`src/rtl/epmp_bus_arbiter_if.sv`:
```
// EPMP bus arbiter signal bundle.
//   Requester side : CPU_* / DMA_* request, direction, address, write data; Din/Ack returns.
//   Memory side    : A, D_In, D_Out, D_Oe, Read, Write.
//   Debug          : Debug_Arb_State (IDLE=0 SETUP=1 ACCESS=2 DONE=3), Debug_Grant {dma, cpu}.
// Modport slave is the arbiter's view; modport master is the view of whoever drives it.
interface epmp_bus_arbiter_if;
   logic        CPU_Req;
   logic        CPU_Write;
   logic [15:0] CPU_A;
   logic [7:0]  CPU_Dout;
   logic [7:0]  CPU_Din;
   logic        CPU_Ack;
   logic        DMA_Req;
   logic        DMA_Write;
   logic [15:0] DMA_A;
   logic [7:0]  DMA_Dout;
   logic [7:0]  DMA_Din;
   logic        DMA_Ack;
   logic [15:0] A;
   logic [7:0]  D_In;
   logic [7:0]  D_Out;
   logic        D_Oe;
   logic        Read;
   logic        Write;
   logic [1:0]  Debug_Arb_State;
   logic [1:0]  Debug_Grant;

   modport slave (
      input  CPU_Req, CPU_Write, CPU_A, CPU_Dout,
      input  DMA_Req, DMA_Write, DMA_A, DMA_Dout,
      input  D_In,
      output CPU_Din, CPU_Ack, DMA_Din, DMA_Ack,
      output A, D_Out, D_Oe, Read, Write,
      output Debug_Arb_State, Debug_Grant
   );

   modport master (
      output CPU_Req, CPU_Write, CPU_A, CPU_Dout,
      output DMA_Req, DMA_Write, DMA_A, DMA_Dout,
      output D_In,
      input  CPU_Din, CPU_Ack, DMA_Din, DMA_Ack,
      input  A, D_Out, D_Oe, Read, Write,
      input  Debug_Arb_State, Debug_Grant
   );
endinterface

```
`src/rtl/epmp_bus_arbiter.sv`:
```
// EPMP external memory bus sequencer shared between a CPU port and a DMA/debug port.
// Each transfer runs IDLE -> SETUP -> ACCESS (WAIT_CYCLES+1 cycles) -> DONE, then back to IDLE.
// Requests are sampled only in IDLE; ties go round-robin (CPU wins the first tie after reset).
// Defining EPMP_ARB_DMA_PRIO_EN switches ties to fixed DMA priority.
// Ports:
//   clk   - system clock
//   Reset - synchronous, active-high reset
//   bus   - epmp_bus_arbiter_if.slave: requester ports, memory pad signals, debug state/grant
module epmp_bus_arbiter #(
   parameter int unsigned WAIT_CYCLES = 1
) (
   input  logic              clk,
   input  logic              Reset,
   epmp_bus_arbiter_if.slave bus
);

   typedef enum logic [1:0] {
      StIdle   = 2'd0,
      StSetup  = 2'd1,
      StAccess = 2'd2,
      StDone   = 2'd3
   } arb_state_e;

   localparam logic [3:0] WaitInit = WAIT_CYCLES[3:0];

   arb_state_e  state_q, state_d;
   logic [3:0]  cnt_q, cnt_d;
   logic        owner_dma_q, owner_dma_d;
   logic        is_write_q, is_write_d;
   logic        last_dma_q, last_dma_d;
   logic [15:0] a_q, a_d;
   logic [7:0]  dout_q, dout_d;
   logic        doe_q, doe_d;
   logic        rd_q, rd_d;
   logic        wr_q, wr_d;
   logic        cpu_ack_q, cpu_ack_d;
   logic        dma_ack_q, dma_ack_d;
   logic [7:0]  cpu_din_q, cpu_din_d;
   logic [7:0]  dma_din_q, dma_din_d;

   logic        pick_dma;
   logic        sel_write;
   logic [15:0] sel_a;
   logic [7:0]  sel_dout;

`ifdef EPMP_ARB_DMA_PRIO_EN
   assign pick_dma = bus.DMA_Req;
`else
   // DMA wins only if alone, or if it lost the previous arbitration.
   assign pick_dma = bus.DMA_Req && (!bus.CPU_Req || !last_dma_q);
`endif
   assign sel_write = pick_dma ? bus.DMA_Write : bus.CPU_Write;
   assign sel_a     = pick_dma ? bus.DMA_A     : bus.CPU_A;
   assign sel_dout  = pick_dma ? bus.DMA_Dout  : bus.CPU_Dout;

   always_comb begin
      state_d     = state_q;
      cnt_d       = cnt_q;
      owner_dma_d = owner_dma_q;
      is_write_d  = is_write_q;
      last_dma_d  = last_dma_q;
      a_d         = a_q;
      dout_d      = dout_q;
      doe_d       = doe_q;
      rd_d        = rd_q;
      wr_d        = wr_q;
      cpu_ack_d   = 1'b0;
      dma_ack_d   = 1'b0;
      cpu_din_d   = cpu_din_q;
      dma_din_d   = dma_din_q;
      unique case (state_q)
         StIdle: begin
            if (bus.CPU_Req || bus.DMA_Req) begin
               owner_dma_d = pick_dma;
               is_write_d  = sel_write;
               a_d         = sel_a;
               if (sel_write) begin
                  dout_d = sel_dout;
                  doe_d  = 1'b1;
               end
               state_d = StSetup;
            end
         end
         StSetup: begin
            rd_d    = !is_write_q;
            wr_d    = is_write_q;
            cnt_d   = WaitInit;
            state_d = StAccess;
         end
         StAccess: begin
            if (cnt_q == 4'd0) begin
               rd_d  = 1'b0;
               wr_d  = 1'b0;
               doe_d = 1'b0;
               if (!is_write_q) begin
                  if (owner_dma_q) dma_din_d = bus.D_In;
                  else             cpu_din_d = bus.D_In;
               end
               // Registered so the pulse lines up exactly with DONE.
               if (owner_dma_q) dma_ack_d = 1'b1;
               else             cpu_ack_d = 1'b1;
               state_d = StDone;
            end else begin
               cnt_d = cnt_q - 4'd1;
            end
         end
         StDone: begin
            last_dma_d = owner_dma_q;
            state_d    = StIdle;
         end
         default: state_d = StIdle;
      endcase
   end

   always_ff @(posedge clk) begin
      if (Reset) begin
         state_q     <= StIdle;
         cnt_q       <= '0;
         owner_dma_q <= 1'b0;
         is_write_q  <= 1'b0;
         last_dma_q  <= 1'b1;
         a_q         <= '0;
         dout_q      <= '0;
         doe_q       <= 1'b0;
         rd_q        <= 1'b0;
         wr_q        <= 1'b0;
         cpu_ack_q   <= 1'b0;
         dma_ack_q   <= 1'b0;
         cpu_din_q   <= '0;
         dma_din_q   <= '0;
      end else begin
         state_q     <= state_d;
         cnt_q       <= cnt_d;
         owner_dma_q <= owner_dma_d;
         is_write_q  <= is_write_d;
         last_dma_q  <= last_dma_d;
         a_q         <= a_d;
         dout_q      <= dout_d;
         doe_q       <= doe_d;
         rd_q        <= rd_d;
         wr_q        <= wr_d;
         cpu_ack_q   <= cpu_ack_d;
         dma_ack_q   <= dma_ack_d;
         cpu_din_q   <= cpu_din_d;
         dma_din_q   <= dma_din_d;
      end
   end

   assign bus.A               = a_q;
   assign bus.D_Out           = dout_q;
   assign bus.D_Oe            = doe_q;
   assign bus.Read            = rd_q;
   assign bus.Write           = wr_q;
   assign bus.CPU_Ack         = cpu_ack_q;
   assign bus.DMA_Ack         = dma_ack_q;
   assign bus.CPU_Din         = cpu_din_q;
   assign bus.DMA_Din         = dma_din_q;
   assign bus.Debug_Arb_State = state_q;
   assign bus.Debug_Grant     = (state_q == StIdle) ? 2'b00 : {owner_dma_q, !owner_dma_q};

endmodule

```
`src/flat_wrapper.sv`:
```
// flat-port wrapper written by rule: the top's interface ports become plain ports
module epmp_bus_arbiter_flat 
#(
   parameter int unsigned WAIT_CYCLES = 1
)
  (clk, Reset, bus_CPU_Req, bus_CPU_Write, bus_CPU_A, bus_CPU_Dout, bus_DMA_Req, bus_DMA_Write, bus_DMA_A, bus_DMA_Dout, bus_D_In, bus_CPU_Din, bus_CPU_Ack, bus_DMA_Din, bus_DMA_Ack, bus_A, bus_D_Out, bus_D_Oe, bus_Read, bus_Write, bus_Debug_Arb_State, bus_Debug_Grant);
  epmp_bus_arbiter_if bus_i ();
  input  logic clk;
  input  logic Reset;
  input wire logic [$bits(bus_i.CPU_Req)-1:0] bus_CPU_Req;
  input wire logic [$bits(bus_i.CPU_Write)-1:0] bus_CPU_Write;
  input wire logic [$bits(bus_i.CPU_A)-1:0] bus_CPU_A;
  input wire logic [$bits(bus_i.CPU_Dout)-1:0] bus_CPU_Dout;
  input wire logic [$bits(bus_i.DMA_Req)-1:0] bus_DMA_Req;
  input wire logic [$bits(bus_i.DMA_Write)-1:0] bus_DMA_Write;
  input wire logic [$bits(bus_i.DMA_A)-1:0] bus_DMA_A;
  input wire logic [$bits(bus_i.DMA_Dout)-1:0] bus_DMA_Dout;
  input wire logic [$bits(bus_i.D_In)-1:0] bus_D_In;
  output wire logic [$bits(bus_i.CPU_Din)-1:0] bus_CPU_Din;
  output wire logic [$bits(bus_i.CPU_Ack)-1:0] bus_CPU_Ack;
  output wire logic [$bits(bus_i.DMA_Din)-1:0] bus_DMA_Din;
  output wire logic [$bits(bus_i.DMA_Ack)-1:0] bus_DMA_Ack;
  output wire logic [$bits(bus_i.A)-1:0] bus_A;
  output wire logic [$bits(bus_i.D_Out)-1:0] bus_D_Out;
  output wire logic [$bits(bus_i.D_Oe)-1:0] bus_D_Oe;
  output wire logic [$bits(bus_i.Read)-1:0] bus_Read;
  output wire logic [$bits(bus_i.Write)-1:0] bus_Write;
  output wire logic [$bits(bus_i.Debug_Arb_State)-1:0] bus_Debug_Arb_State;
  output wire logic [$bits(bus_i.Debug_Grant)-1:0] bus_Debug_Grant;
  assign bus_i.CPU_Req = bus_CPU_Req;
  assign bus_i.CPU_Write = bus_CPU_Write;
  assign bus_i.CPU_A = bus_CPU_A;
  assign bus_i.CPU_Dout = bus_CPU_Dout;
  assign bus_i.DMA_Req = bus_DMA_Req;
  assign bus_i.DMA_Write = bus_DMA_Write;
  assign bus_i.DMA_A = bus_DMA_A;
  assign bus_i.DMA_Dout = bus_DMA_Dout;
  assign bus_i.D_In = bus_D_In;
  assign bus_CPU_Din = bus_i.CPU_Din;
  assign bus_CPU_Ack = bus_i.CPU_Ack;
  assign bus_DMA_Din = bus_i.DMA_Din;
  assign bus_DMA_Ack = bus_i.DMA_Ack;
  assign bus_A = bus_i.A;
  assign bus_D_Out = bus_i.D_Out;
  assign bus_D_Oe = bus_i.D_Oe;
  assign bus_Read = bus_i.Read;
  assign bus_Write = bus_i.Write;
  assign bus_Debug_Arb_State = bus_i.Debug_Arb_State;
  assign bus_Debug_Grant = bus_i.Debug_Grant;
  epmp_bus_arbiter #(.WAIT_CYCLES(WAIT_CYCLES)) u_core (.clk(clk), .Reset(Reset), .bus(bus_i));
endmodule
```
`config.mk`:
```
export PLATFORM = sky130hd
export DESIGN_NAME = epmp_bus_arbiter_flat
export DESIGN_NICKNAME = d
export VERILOG_FILES = /design/src/rtl/epmp_bus_arbiter_if.sv /design/src/rtl/epmp_bus_arbiter.sv /design/src/flat_wrapper.sv
export SDC_FILE = /design/constraint.sdc
export NUM_CORES = 1
export LEC_CHECK = 0
export ABC_AREA = 1
export CAP_MARGIN = 20
export CORE_ASPECT_RATIO = 1.1
export CORE_MARGIN = 2
export CORE_UTILIZATION = 41
export DETAILED_ROUTE_END_ITERATION = 8
export PLACE_DENSITY = 0.8
export SYNTH_ARGS = -nofsm -noshare
export SYNTH_HDL_FRONTEND = slang
export SYNTH_SLANG_ARGS = --single-unit
```
`constraint.sdc`:
```
create_clock -name clk -period 3 [get_ports clk]
set_input_delay 0.9 -clock clk [delete_from_list [all_inputs] [get_ports clk]]
set_output_delay 0.9 -clock clk [all_outputs]
set_load 0.005 [all_outputs]
```
==> flow_summary.ini <==
[outcome]
status = finished clean

[worst_setup_path]
worst-setup-path-type = reg -> out
slowest_stage = clkdlybuf4s50_1
cp.required_ns = 2.10
crit_family = buffers and inverters
cpPeakStageDelay_ns = 0.50
path_cells = inv_1 -> ha_1 -> nor2_1 -> clkdlybuf4s50_1
start_kind = flip-flop
end_kind = output pin
critPathMaxFanout = 6
crit_cells = 4
cp_num_buf_inv = 2
crit_arrival_ns = 1.74
r2r_cells = 8

[timing]
setup_viol = 0
drv_slew = 0
finClkSkew_ns = 0.00430
rsz0062_at_grt = false
slew_headroom = 0.643
fin_setup_tns_ns = 0
finalHoldViolations = 0
period_share = 0.880
min_period_ns = 2.64
tightest_slew_ns = 0.535
fmax_mhz = 379

[routing]
routed_wl_um = 6160
drc = 0
dr.pass1.iters = 4
wl_per_cell_um = 12.4
antenna_left = 0
avgViaCountPerCell = 4.93
vias = 2440
drt_iter0_drc = 93

[synth]
netlist_top_cells_area = dfxtp_1, nand2_1, nor2_1
synthSimpleGateAreaFrac = 0.265
synth-adder-area-share = 0.0320
synthDominantCellAreaShare = 0.461
synth_top_area_cell = dfxtp_1
ys_seq_area_frac = 0.461
synth.ff_latch_count = 54
syn_nets = 381
synth_mux_area_frac = 0
yosys_warnings = 0
synth_compound_area_frac = 0.173
synth_cell_types = 24
postSynthCellCount = 313
synthXorXnorAreaFrac = 0
synth_top_family_by_area = simple AND/OR/NAND/NOR gates
synth_area_um2 = 2340
synth.avg_cell_area_um2 = 7.49

[power]
total_power_uw = 2730
vdd_drop_max_v = 0.000336
power.density_nw_per_um2 = 753
leakage_uw = 0.00143

[grt]
grt_remaining_overflow = 0
grt-busiest-layer = met2
met1_usage = 0.226
grt_max_degree = 43
grt_pass1_wl_um = 10500
antenna_found_initial = 0
grtUsageMet3 = 0.0761
first_global_vias = 2414
use_met2 = 0.353
grt_usage = 0.200

[die]
die_x_um = 76.1
core_um2 = 5470
fp.dieH_um = 83.3
die_area_um2 = 6340
start_util = 0.429
pin_count = 111
core.rowCount = 28

[clocking]
cts_max_path_buffers = 2
path_clk_slew_ns = 0.10
cts_tree = done
numCtsBuffers = 5
cts_root_buf = clkbuf_8
cts_hold_buf = 0
clk_latency_ns = 0.31
h-tree-depth = 2
postCtsSetupRepairBufs = 0
post_cts_resized = 0
cts.sinks = 54

[place]
place_congestion = 0.796
dp.cells = 487
port_buffers = 110
hpwlAfterDp_um = 4530

[layout]
nets = 487
drive_gt1_frac = 0.0619
fillers = 482
final_cell_mix = clkdlybuf4s50_1, nand2_1, dfxtp_1
layout.cells.non_filler = 495
final_common_cell = clkdlybuf4s50_1
area_growth_pct = 54.5
antennaDiodeCount = 0

[job]
drv_cap = 0

[min_path]
worst_hold_path_type = reg -> reg
hold_path_depth = 2
==> where the power goes <==
group          internal [uW]  switching, uW
clock network            334            247
logic                    581            559
registers                899            108
==> registers in the layout, indices dropped and copies added, names as in the netlist, 2 cells and up <==
register and count:
u_core.bus.A 16, u_core.bus.CPU_Din 8, u_core.bus.DMA_Din 8, u_core.bus.D_Out 8, u_core.cnt_q 4, u_core.bus.Debug_Arb_State 2
==> routing by layer <==
metal  vias up  routed length [um]
met5         -                   0
met4         0                  46
met3         6                 598
met2       104                2950
met1      1084                2560
li1       1246                   -
==> cell type report <==
| class | count | area [um^2] | share of cell area |
|---|---|---|---|
| timing repair buffer | 113 | 1140 | 0.314 |
| inverter | 19 | 72.6 | 0.0200 |
| sequential | 54 | 1080 | 0.298 |
| clock inverter | 3 | 68.8 | 0.0190 |
| clock buffer | 5 | 68.8 | 0.0190 |
| multi-input combinational | 226 | 1100 | 0.304 |
| tap | 75 | 93.8 | 0.0259 |
==> stage by stage <==
| step | worst slack (ns) | utilization | hold WS [ns] | cell area, um^2 |
|---|---|---|---|---|
| floorplan | 1.26 | - | 0.441 | 2340 |
| global placement | 0.699 | 0.638 | 0.453 | 3490 |
| detailed placement | 0.637 | 0.638 | 0.460 | 3490 |
| CTS | 0.355 | 0.663 | 0.475 | 3620 |
| global route | 0.243 | 0.663 | 0.484 | 3620 |
| finish | 0.361 | 0.663 | 0.470 | 3620 |
==> worst reg2reg max path, delay by kind of cell (launching register included) <==
kind | cells | cell delay, ns
compound gates | 2 | 0.20
buf+inv | 3 | 0.42
flops | 1 | 0.35
fa+ha+maj | 1 | 0.32
simple gates | 2 | 0.24
==> cell usage after synthesis, drive strengths merged <==
cell type / instances
a31oi: 17
o22ai: 1
nor2: 42
o21a: 1
nor3: 2
nand3: 20
clkinv: 1
buf: 10
a21oi: 20
dfxtp: 54
inv: 18
nand2: 82
o21ai: 35
clkbuf: 4
ha: 6
==> cells by family after synthesis <==
logic type / count (synthesis)
adder cells (fa/ha/maj): 6
buffers and inverters: 33
AO/OA/AOI/OAI: 74
flip-flops: 54
AND/OR/NAND/NOR: 146
==> path summary, 6_finish.rpt <==
check	end	startpoint	slack, ns
setup / recovery	bus_Debug_Grant[1]	u_core.bus.Debug_Arb_State[0]	0.36
hold / removal	u_core.bus.Read	u_core.bus.Read	0.47
setup reg to reg	u_core.bus.D_Out[1]	u_core.bus.Debug_Arb_State[0]	1.36
hold reg to reg	u_core.bus.Read	u_core.bus.Read	0.47
Note: power is estimated with default switching activity, not from simulation.
